==> config.mk <==
export PLATFORM = sky130hd
export DESIGN_NAME = chg_event_uart_tx_flat
export DESIGN_NICKNAME = d
export VERILOG_FILES = /design/src/rtl/tt_evt_pkg.sv /design/src/rtl/chg_event_uart_tx_if.sv /design/src/rtl/evt_fifo.sv /design/src/rtl/chg_event_uart_tx.sv /design/src/flat_wrapper.sv
export SDC_FILE = /design/constraint.sdc
export NUM_CORES = 1
export LEC_CHECK = 0
export ABC_AREA = 1
export ABC_CLOCK_PERIOD_IN_PS = 6100
export BUFFER_PORTS_ARGS = -buffer_cell sky130_fd_sc_hd__buf_2
export CAP_MARGIN = 20
export CORE_ASPECT_RATIO = 1.5
export CORE_MARGIN = 5
export CORE_UTILIZATION = 30
export CTS_BUF_LIST = sky130_fd_sc_hd__clkbuf_8
export DETAILED_ROUTE_END_ITERATION = 10
export GPL_ROUTABILITY_DRIVEN = 1
export SLEW_MARGIN = 40
export SYNTH_ARGS = -nofsm -noshare
export SYNTH_HDL_FRONTEND = slang
export SYNTH_SLANG_ARGS = --single-unit
export TNS_END_PERCENT = 5
==> constraint.sdc <==
create_clock -name clk -period 6.1 [get_ports clk]
set_input_delay 0.61 -clock clk [delete_from_list [all_inputs] [get_ports clk]]
set_output_delay 0.61 -clock clk [all_outputs]
set_load 0.01 [all_outputs]
==> src/rtl/tt_evt_pkg.sv <==
// Shared types for the change-event UART transmitter: FSM states, frame header tag, event entry layout.
// Pure declarations; no timing or flow-control behaviour lives here.
package tt_evt_pkg;

  typedef enum logic [1:0] {
    ST_IDLE  = 2'd0,
    ST_START = 2'd1,
    ST_DATA  = 2'd2,
    ST_STOP  = 2'd3
  } uart_state_t;

  localparam logic [3:0] HDR_TAG = 4'b1010;
  localparam int         EVT_W   = 10;

  typedef struct packed {
    logic [1:0] chan;
    logic [7:0] value;
  } evt_t;

  // Header byte: tag, reserved zero, overflow marker, channel.
  function automatic logic [7:0] make_hdr(input logic lost_snap, input logic [1:0] chan);
    return {HDR_TAG, 1'b0, lost_snap, chan};
  endfunction

endpackage

==> src/rtl/chg_event_uart_tx_if.sv <==
// Event bus from the change detector: one-cycle valid pulse with channel and new value.
// No backpressure; the consumer drops events it cannot buffer.
interface chg_event_uart_tx_if;

  logic       evt_valid;
  logic [1:0] evt_chan;
  logic [7:0] evt_value;

  modport master (output evt_valid, evt_chan, evt_value);
  modport slave  (input  evt_valid, evt_chan, evt_value);

endinterface

==> src/rtl/evt_fifo.sv <==
// Synchronous show-ahead FIFO; pop_dat is the head entry, push/pop take effect on the same edge.
// Push while full and pop while empty are ignored; full/empty derive from the registered count.
module evt_fifo #(
  parameter int DEPTH = 4,
  parameter int WIDTH = 10
) (
  input  logic                   clk,
  input  logic                   rst_n,
  input  logic                   push,
  input  logic [WIDTH-1:0]       push_dat,
  input  logic                   pop,
  output logic [WIDTH-1:0]       pop_dat,
  output logic                   full,
  output logic                   empty,
  output logic [$clog2(DEPTH):0] count
);

  localparam int AW = $clog2(DEPTH);
  localparam int CW = AW + 1;
  localparam logic [CW-1:0] DEPTH_CNT = CW'(DEPTH);

  logic [WIDTH-1:0] mem [DEPTH];
  logic [AW-1:0]    wr_ptr;
  logic [AW-1:0]    rd_ptr;
  logic             do_push;
  logic             do_pop;

  assign full    = (count == DEPTH_CNT);
  assign empty   = (count == '0);
  assign do_push = push & ~full;
  assign do_pop  = pop & ~empty;
  assign pop_dat = mem[rd_ptr];

  always_ff @(posedge clk) begin
    if (do_push) begin
      mem[wr_ptr] <= push_dat;
    end
  end

  // Pointers wrap naturally because DEPTH is a power of two.
  always_ff @(posedge clk or negedge rst_n) begin
    if (!rst_n) begin
      wr_ptr <= '0;
      rd_ptr <= '0;
      count  <= '0;
    end else begin
      if (do_push) wr_ptr <= wr_ptr + 1'b1;
      if (do_pop)  rd_ptr <= rd_ptr + 1'b1;
      unique case ({do_push, do_pop})
        2'b10:   count <= count + 1'b1;
        2'b01:   count <= count - 1'b1;
        default: count <= count;
      endcase
    end
  end

endmodule

==> src/rtl/chg_event_uart_tx.sv <==
// Buffers detector change events and sends each as a 2-byte 8N1 frame (header, value); tx is registered,
// start bit appears two edges after the capturing edge. Events arriving with the FIFO full are dropped and flagged via lost.
module chg_event_uart_tx
  import tt_evt_pkg::*;
#(
  parameter int CLKS_PER_BIT = 87,
  parameter int FIFO_DEPTH   = 4
) (
  input  logic                 clk,
  input  logic                 rst_n,
  input  logic                 ena,
  chg_event_uart_tx_if.slave   evt,
  output logic                 tx,
  output logic                 busy,
  output logic                 fifo_empty,
  output logic                 fifo_full,
  output logic                 lost
);

  localparam int TW = $clog2(CLKS_PER_BIT);
  localparam int CW = $clog2(FIFO_DEPTH) + 1;
  localparam logic [TW-1:0] BIT_LAST  = TW'(CLKS_PER_BIT - 1);
  localparam logic [CW-1:0] DEPTH_CNT = CW'(FIFO_DEPTH);

  uart_state_t      state, state_nxt;
  logic [TW-1:0]    timer, timer_nxt;
  logic [2:0]       bit_idx, bit_idx_nxt;
  logic [7:0]       shreg, shreg_nxt;
  logic [7:0]       val_hold, val_hold_nxt;
  logic             byte_sel, byte_sel_nxt;
  logic             line_cur;
  logic             pop;
  logic             push;
  logic             drop;
  logic [EVT_W-1:0] push_dat;
  logic [EVT_W-1:0] pop_dat;
  evt_t             pop_evt;
  logic [CW-1:0]    fifo_count;

  assign push     = evt.evt_valid & ena & ~fifo_full;
  assign drop     = evt.evt_valid & ena & fifo_full;
  assign push_dat = {evt.evt_chan, evt.evt_value};
  assign pop_evt  = evt_t'(pop_dat);
  assign busy     = (state != ST_IDLE);

  evt_fifo #(
    .DEPTH (FIFO_DEPTH),
    .WIDTH (EVT_W)
  ) u_fifo (
    .clk      (clk),
    .rst_n    (rst_n),
    .push     (push),
    .push_dat (push_dat),
    .pop      (pop),
    .pop_dat  (pop_dat),
    .full     (fifo_full),
    .empty    (fifo_empty),
    .count    (fifo_count)
  );

  always_comb begin
    state_nxt    = state;
    timer_nxt    = timer;
    bit_idx_nxt  = bit_idx;
    shreg_nxt    = shreg;
    val_hold_nxt = val_hold;
    byte_sel_nxt = byte_sel;
    pop          = 1'b0;
    line_cur     = 1'b1;
    unique case (state)
      ST_IDLE: begin
        if (ena && !fifo_empty) begin
          pop          = 1'b1;
          shreg_nxt    = make_hdr(lost, pop_evt.chan);
          val_hold_nxt = pop_evt.value;
          byte_sel_nxt = 1'b0;
          timer_nxt    = BIT_LAST;
          state_nxt    = ST_START;
        end
      end
      ST_START: begin
        line_cur = 1'b0;
        if (timer == '0) begin
          timer_nxt   = BIT_LAST;
          bit_idx_nxt = 3'd0;
          state_nxt   = ST_DATA;
        end else begin
          timer_nxt = timer - 1'b1;
        end
      end
      ST_DATA: begin
        line_cur = shreg[0];
        if (timer == '0) begin
          timer_nxt = BIT_LAST;
          shreg_nxt = {1'b0, shreg[7:1]};
          if (bit_idx == 3'd7) begin
            state_nxt = ST_STOP;
          end else begin
            bit_idx_nxt = bit_idx + 1'b1;
          end
        end else begin
          timer_nxt = timer - 1'b1;
        end
      end
      ST_STOP: begin
        // Value byte follows the header stop bit directly; ena is not consulted mid-frame.
        if (timer == '0) begin
          if (!byte_sel) begin
            shreg_nxt    = val_hold;
            byte_sel_nxt = 1'b1;
            timer_nxt    = BIT_LAST;
            state_nxt    = ST_START;
          end else begin
            state_nxt = ST_IDLE;
          end
        end else begin
          timer_nxt = timer - 1'b1;
        end
      end
      default: state_nxt = ST_IDLE;
    endcase
  end

  always_ff @(posedge clk or negedge rst_n) begin
    if (!rst_n) begin
      state    <= ST_IDLE;
      timer    <= '0;
      bit_idx  <= '0;
      shreg    <= '0;
      val_hold <= '0;
      byte_sel <= 1'b0;
      tx       <= 1'b1;
      lost     <= 1'b0;
    end else begin
      state    <= state_nxt;
      timer    <= timer_nxt;
      bit_idx  <= bit_idx_nxt;
      shreg    <= shreg_nxt;
      val_hold <= val_hold_nxt;
      byte_sel <= byte_sel_nxt;
      tx       <= line_cur;
      // A drop in the pop cycle must keep the overflow marker for the next header.
      if (drop) begin
        lost <= 1'b1;
      end else if (pop) begin
        lost <= 1'b0;
      end
    end
  end

  a_count_range: assert property (@(posedge clk) disable iff (!rst_n) fifo_count <= DEPTH_CNT);

endmodule

==> src/flat_wrapper.sv <==
// flat-port wrapper written by rule: the top's interface ports become plain ports
module chg_event_uart_tx_flat import tt_evt_pkg::*;
#(
  parameter int CLKS_PER_BIT = 87,
  parameter int FIFO_DEPTH   = 4
)
  (clk, rst_n, ena, tx, busy, fifo_empty, fifo_full, lost, evt_evt_valid, evt_evt_chan, evt_evt_value);
  chg_event_uart_tx_if evt_i ();
  input  logic clk;
  input  logic rst_n;
  input  logic ena;
  output logic tx;
  output logic busy;
  output logic fifo_empty;
  output logic fifo_full;
  output logic lost;
  input wire logic [$bits(evt_i.evt_valid)-1:0] evt_evt_valid;
  input wire logic [$bits(evt_i.evt_chan)-1:0] evt_evt_chan;
  input wire logic [$bits(evt_i.evt_value)-1:0] evt_evt_value;
  assign evt_i.evt_valid = evt_evt_valid;
  assign evt_i.evt_chan = evt_evt_chan;
  assign evt_i.evt_value = evt_evt_value;
  chg_event_uart_tx #(.CLKS_PER_BIT(CLKS_PER_BIT), .FIFO_DEPTH(FIFO_DEPTH)) u_core (.clk(clk), .rst_n(rst_n), .ena(ena), .evt(evt_i), .tx(tx), .busy(busy), .fifo_empty(fifo_empty), .fifo_full(fifo_full), .lost(lost));
endmodule
; After elaboration in Yosys (flattened, before gate mapping)
; Memory sizes are Yosys's and may differ from the RTL's.
; Cells that the tools add are included.
[word_totals]
in_bits = 14
output_inout_bits = 5
ramBits = 40
mem_count = 1
regBits = 38
wordCells = 90
[memory_table]
columns = name, words, width, read_ports, rd_clocked_by_memory_dff, wr, line
row1 = u_core.u_fifo.mem, 4, 10, 1, 0, 1, evt_fifo.sv:22  ; logic [WIDTH-1:0] mem [DEPTH];
[classes]
n_bitwise = 7
muxes = 32
n_eq_ne = 15
n_addsub = 6
reduce_logical = 18
[ops]
columns = op, count
row1 = 2-to-1 mux 8 bit, 4
row2 = 2-to-1 mux 7 bit, 4
row3 = one-hot mux 8 bit (3 select lines), 1
row4 = one-hot mux 7 bit (3 select lines), 1
row5 = one-hot mux 3 bit (2 select lines), 2
row6 = 2-to-1 mux 2 bit, 5
row7 = inequality test 2 x 1 -> 1 bit (second input constant), 5
row8 = AND reduction 5 bit, 2
row9 = nonzero test 2 bit, 5
row10 = 2-to-1 mux 1 bit, 9
row11 = 2-to-1 mux 3 bit, 3
row12 = one-hot mux 2 bit (4 select lines), 1
row13 = logical NOT 7 bit, 1
row14 = subtractor 7 x 1 -> 7 bit (second input constant), 1
row15 = adder 3 x 1 -> 3 bit (second input constant), 2
row16 = == test 2 bit (second input constant), 3
row17 = == test 3 bit (second input constant), 2
row18 = bitwise AND 1 bit, 5
row19 = adder 2 x 1 -> 2 bit (second input constant), 2
row20 = == test 2 x 1 -> 1 bit (second input constant), 2
row21 = inequality test 2 bit (second input constant), 2
row22 = one-hot mux 1 bit (2 select lines), 2
row23 = AND reduction 2 bit, 2
row24 = AND reduction 4 bit, 1
row25 = 10 further kinds, 11

; Longest topological paths before layout
[logic_depth]
depth_word = 8
mapped_depth = 11
depth_no_buf = 10

; Hierarchy
; A second synthesis with hierarchy kept.
[hier_totals]
hier_cells = 405
hier_area_um2 = 3895.0
[modules_own_cells]
columns = mod, cells_each, area_per_inst_um2, instances, seq_area_each_um2
row1 = evt_fifo, 178, 2095.8, 1, 1376.3
row2 = chg_event_uart_tx, 227, 1799.2, 1, 777.0

; Least setup slack after synthesis
; No wires, ideal clock.
[synth_path]
path_kind = reg2reg
start = register u_core.state[0]
end = register u_core.u_fifo.count[2]
arrival_time_ps = 2076
setup_ps = 131
required_ps = 5969
n_path_buf = 1
synth_period_minus_slack_ps = 2207
setup_slack_ps = 3893
path_stages_with_launch = 12
cell_sequence = dfrtp_1 > inv_1 > ha_1 > inv_2 > nor2_4 > buf_6 > ha_1 > inv_1 > fa_1 > a21oi_1 > o21ai_0 > xor2_1
[synth_via]
elab_chain_cells = 5
word_cells_on_any_way = 7
cone_classes = eq/ne: 2 / mux: 2 / bitwise: 1 / reduce/logical: 2
[synth_rtl]
columns = item, line
row1 = start: declaration, chg_event_uart_tx.sv:25  ; uart_state_t state, state_nxt;
row2 = start signal: assignment, chg_event_uart_tx.sv:135  ; state <= state_nxt;
row3 = logical NOT 2 bit (*), chg_event_uart_tx.sv:70  ; unique case (state)
row4 = 2-to-1 mux 1 bit (*), chg_event_uart_tx.sv:70
row5 = bitwise AND 1 bit (*), evt_fifo.sv:31  ; assign do_pop = pop & ~empty;
row6 = named net u_core.u_fifo.do_pop, evt_fifo.sv:26  ; logic do_pop;
row7 = == test 2 x 1 -> 1 bit or == test 2 bit (tied branches), evt_fifo.sv:49  ; unique case ({do_push, do_pop})
row8 = one-hot mux 3 bit (2 select lines) or nonzero test 2 bit (tied branches), --
row9 = end signal: assignment, evt_fifo.sv:50  ; 2'b10: count <= count + 1'b1;
row10 = end signal: assignment, evt_fifo.sv:51  ; 2'b01: count <= count - 1'b1;
row11 = end signal: assignment, evt_fifo.sv:52  ; default: count <= count;
row12 = end: declaration, evt_fifo.sv:15  ; output logic [$clog2(DEPTH):0] count
; Mark *: on every way through the listed nets, which the timed path passes. The rest lies on a longest branch.
; A chain may end at the register's enable or synchronous reset.

; Worst setup path after layout
[layout_path]
start = register u_core.state[0]
end = register u_core.u_fifo.count[2]
[layout_via]
elab_chain_cells = 5
word_cells_on_any_way = 7
cone_classes = eq/ne: 2 / mux: 2 / bitwise: 1 / reduce/logical: 2
[layout_rtl]
columns = item, line
row1 = logical NOT 2 bit (*), chg_event_uart_tx.sv:70
row2 = 2-to-1 mux 1 bit (*), chg_event_uart_tx.sv:70
row3 = bitwise AND 1 bit (*), evt_fifo.sv:31
row4 = == test 2 x 1 -> 1 bit or == test 2 bit (tied branches), evt_fifo.sv:49
row5 = one-hot mux 3 bit (2 select lines) or nonzero test 2 bit (tied branches), --
; Every way passes the cells marked *; elsewhere a longest branch is shown, timed or not.

==> impl_metrics.ini <==
[placement]
portBuffers = 18
gp_congestion = 0.785
place_hpwl_um = 4830
dp_cells = 523

[synth]
seq_area_frac_synth_pct = 58.1
synth_ff_type = edfxtp_1
syn_avg_cell_area_um2 = 10.2
synth.distinct_cells = 35
ys_seq_elements = 78
syn-num-nets = 393
yosys_warnings = 0
async_reset_ff_share_pct = 48.7
synth_edf_count = 40
synth_cells = 364
syn_area_um2 = 3700

[detailed_routing]
drtIter0Drc = 74
drc = 0
wirelength_um = 6990
first_pass_iters = 4
postRouteAntennaNets = 0
wire_per_inst_um = 13.0
vias = 2413
via_per_inst = 4.48

[floorplan]
core_area_um2 = 12100
ios = 19
dieArea_um2 = 14700
initial_core_util_pct = 30.7
fp.dieW_um = 101
fp.dieH_um = 146
row_count = 49

[clock_network]
cts_hold_buf = 0
cts_sinks = 78
clock_path_buffers = 2
cts_resized = 0
cts_inserted_buffers = 9
clk_pin_slew_ps = 90
clockRootBuffer = clkbuf_8
cts_tree = yes
post_cts_buffers = 0
htreeDepth = 3
clkLatencyLatePin_ps = 360

[sta]
holdWs_ps = 202
slew_headroom_pct = 52.7
setup_tns_ps = 0
rsz0062_at_grt = false
hold_viol_final = 0
setup_violations = 0
period_needed_ps = 2510
fin_worst_skew_ps = 6.89
slew_viol_final = 0
tightest_slew_ps = 710
timing.fmax_ghz = 0.399
period_share_pct = 41.1

[layout]
drive_gt1_share_pct = 18.9
layout.area.seq_um2 = 2150
stdcell_count = 539
layout.filler_cells = 1201
antennaDiodeCount = 0
nets = 410
multi_input_comb_area_um2 = 1330
layout_common_cells = nand2_1 (87), edfxtp_1 (40), dfrtp_1 (37)
area_growth_pct = 10.7
final_common_cell = nand2_1

[setup_path]
cp-start-kind = flop
cp_max_fo = 17
cp_slowest_stage_delay_ps = 450
reg2reg_depth = 10
crit_required_ps = 6340
crit_type = reg2reg
r2r-end = u_core.u_fifo.count[2]
crit_chain = inv_1 > ha_1 > inv_2 > nor2_4 > ha_1 > inv_1 > fa_1 > a21oi_1 > o21ai_0 > xor2_1
worstPathArrival_ps = 2750
startpoint = u_core.state[0]
endpoint = u_core.u_fifo.count[2]
r2r_start = u_core.state[0]
crit_path_end_kind = flop
reg2reg_slack_ps = 3590
critPathSlowestCell = dfrtp_1

[global_routing]
grt_overflow_total = 0
grt_first_pass_wirelength_um = 12100
antenna_found_initial = 0
grt_max_degree = 39
groute.usage.overall_pct = 10.6
grt_pass1_vias = 2465

[job]
drv_cap = 0

[status]
outcome = finished clean

[worst_hold_path]
hold_path_class = in2async

[power_and_ir_drop]
power_density_nw_per_um2 = 471
ir_drop_mv = 0.141
power_w = 0.00193
p_leak_nw = 1.74
==> per-stage QoR <==
stage	util (%)	setup WS (ps)	instance area [um2]
CTS	33.9	3580	4100
detailed placement	32.4	3590	3920
global placement	32.3	3640	3910
finish	33.9	3590	4100
floorplan	-	3890	3700
global route	33.9	3390	4100
==> state kept, by name, summed over array words and instances, names as in the netlist, 2 cells and up <==
register and flops:
u_core.u_fifo.rd_ptr 2, u_core.timer 7, u_core.bit_idx 3, u_core.state 2, u_core.shreg 8, u_core.val_hold 8, u_core.u_fifo.count 3, u_core.u_fifo.mem 40
u_core.u_fifo.wr_ptr 2
==> final cells by class <==
cell class | instances | share of cell area [%]
clock buffer | 9 | 3.02
sequential | 78 | 52.5
tap | 153 | 4.67
inverter | 41 | 3.75
timing repair buffer | 18 | 2.26
multi-input combinational | 233 | 32.4
clock inverter | 7 | 1.40
==> routing by layer <==
layer  vias to the layer above  track usage (%)  wire length [um]
met5                         -                0                 0
met4                         0             6.68               227
met3                        14             1.81               161
met2                        32             18.0              3650
met1                      1129             12.1              2960
li1                       1238                -                 -
==> worst max-delay path: cells and delay by family (launching register included) <==
kind	cells	cell delay, ps
adders and majority gates	3	860
and+or+nand+nor	1	350
AOI/OAI and AO/OA	2	240
buffers and inverters	3	340
DFF	1	450
xor gates and xnor gates	1	150
==> power by group <==
part,internal (W),leakage (nW),switching [W]
logic,0.000268,0.823,0.000492
clock network,0.000152,0.0824,0.000209
registers,0.000696,0.830,0.000116
total,0.00112,1.74,0.000817
==> synth_stat cells (all sizes together) (6+ instances only) <==
library cell,instances,area [um2]
nand3,13,92.6
ha,14,175
nor2,34,168
dfrtp,37,926
nand2,93,374
buf,9,68.8
a21oi,8,43.8
nand4,6,37.5
o21ai,46,275
edfxtp,40,1200
inv,40,150
o22ai,8,50.1
==> worst min path at each step <==
stage               slack [ps]  cells past startpoint                end         startpoint
floorplan                  310                      0  u_core.bit_idx[0]              rst_n
global placement           460                      2  u_core.bit_idx[1]  u_core.bit_idx[1]
detailed placement         470                      2    u_core.shreg[6]    u_core.shreg[6]
CTS                        220                      1    u_core.timer[6]              rst_n
global route               240                      1    u_core.timer[6]              rst_n
finish                     200                      1    u_core.timer[6]              rst_n
==> logic make-up after synthesis <==
kind of cell / synth area share [%]
simple gates: 18.7
flops: 58.1
compound gates: 10.4
buf+inv: 6.32
fa+ha+maj: 5.27
xor+xnor: 1.18
Power figures use the tool's default switching activity.
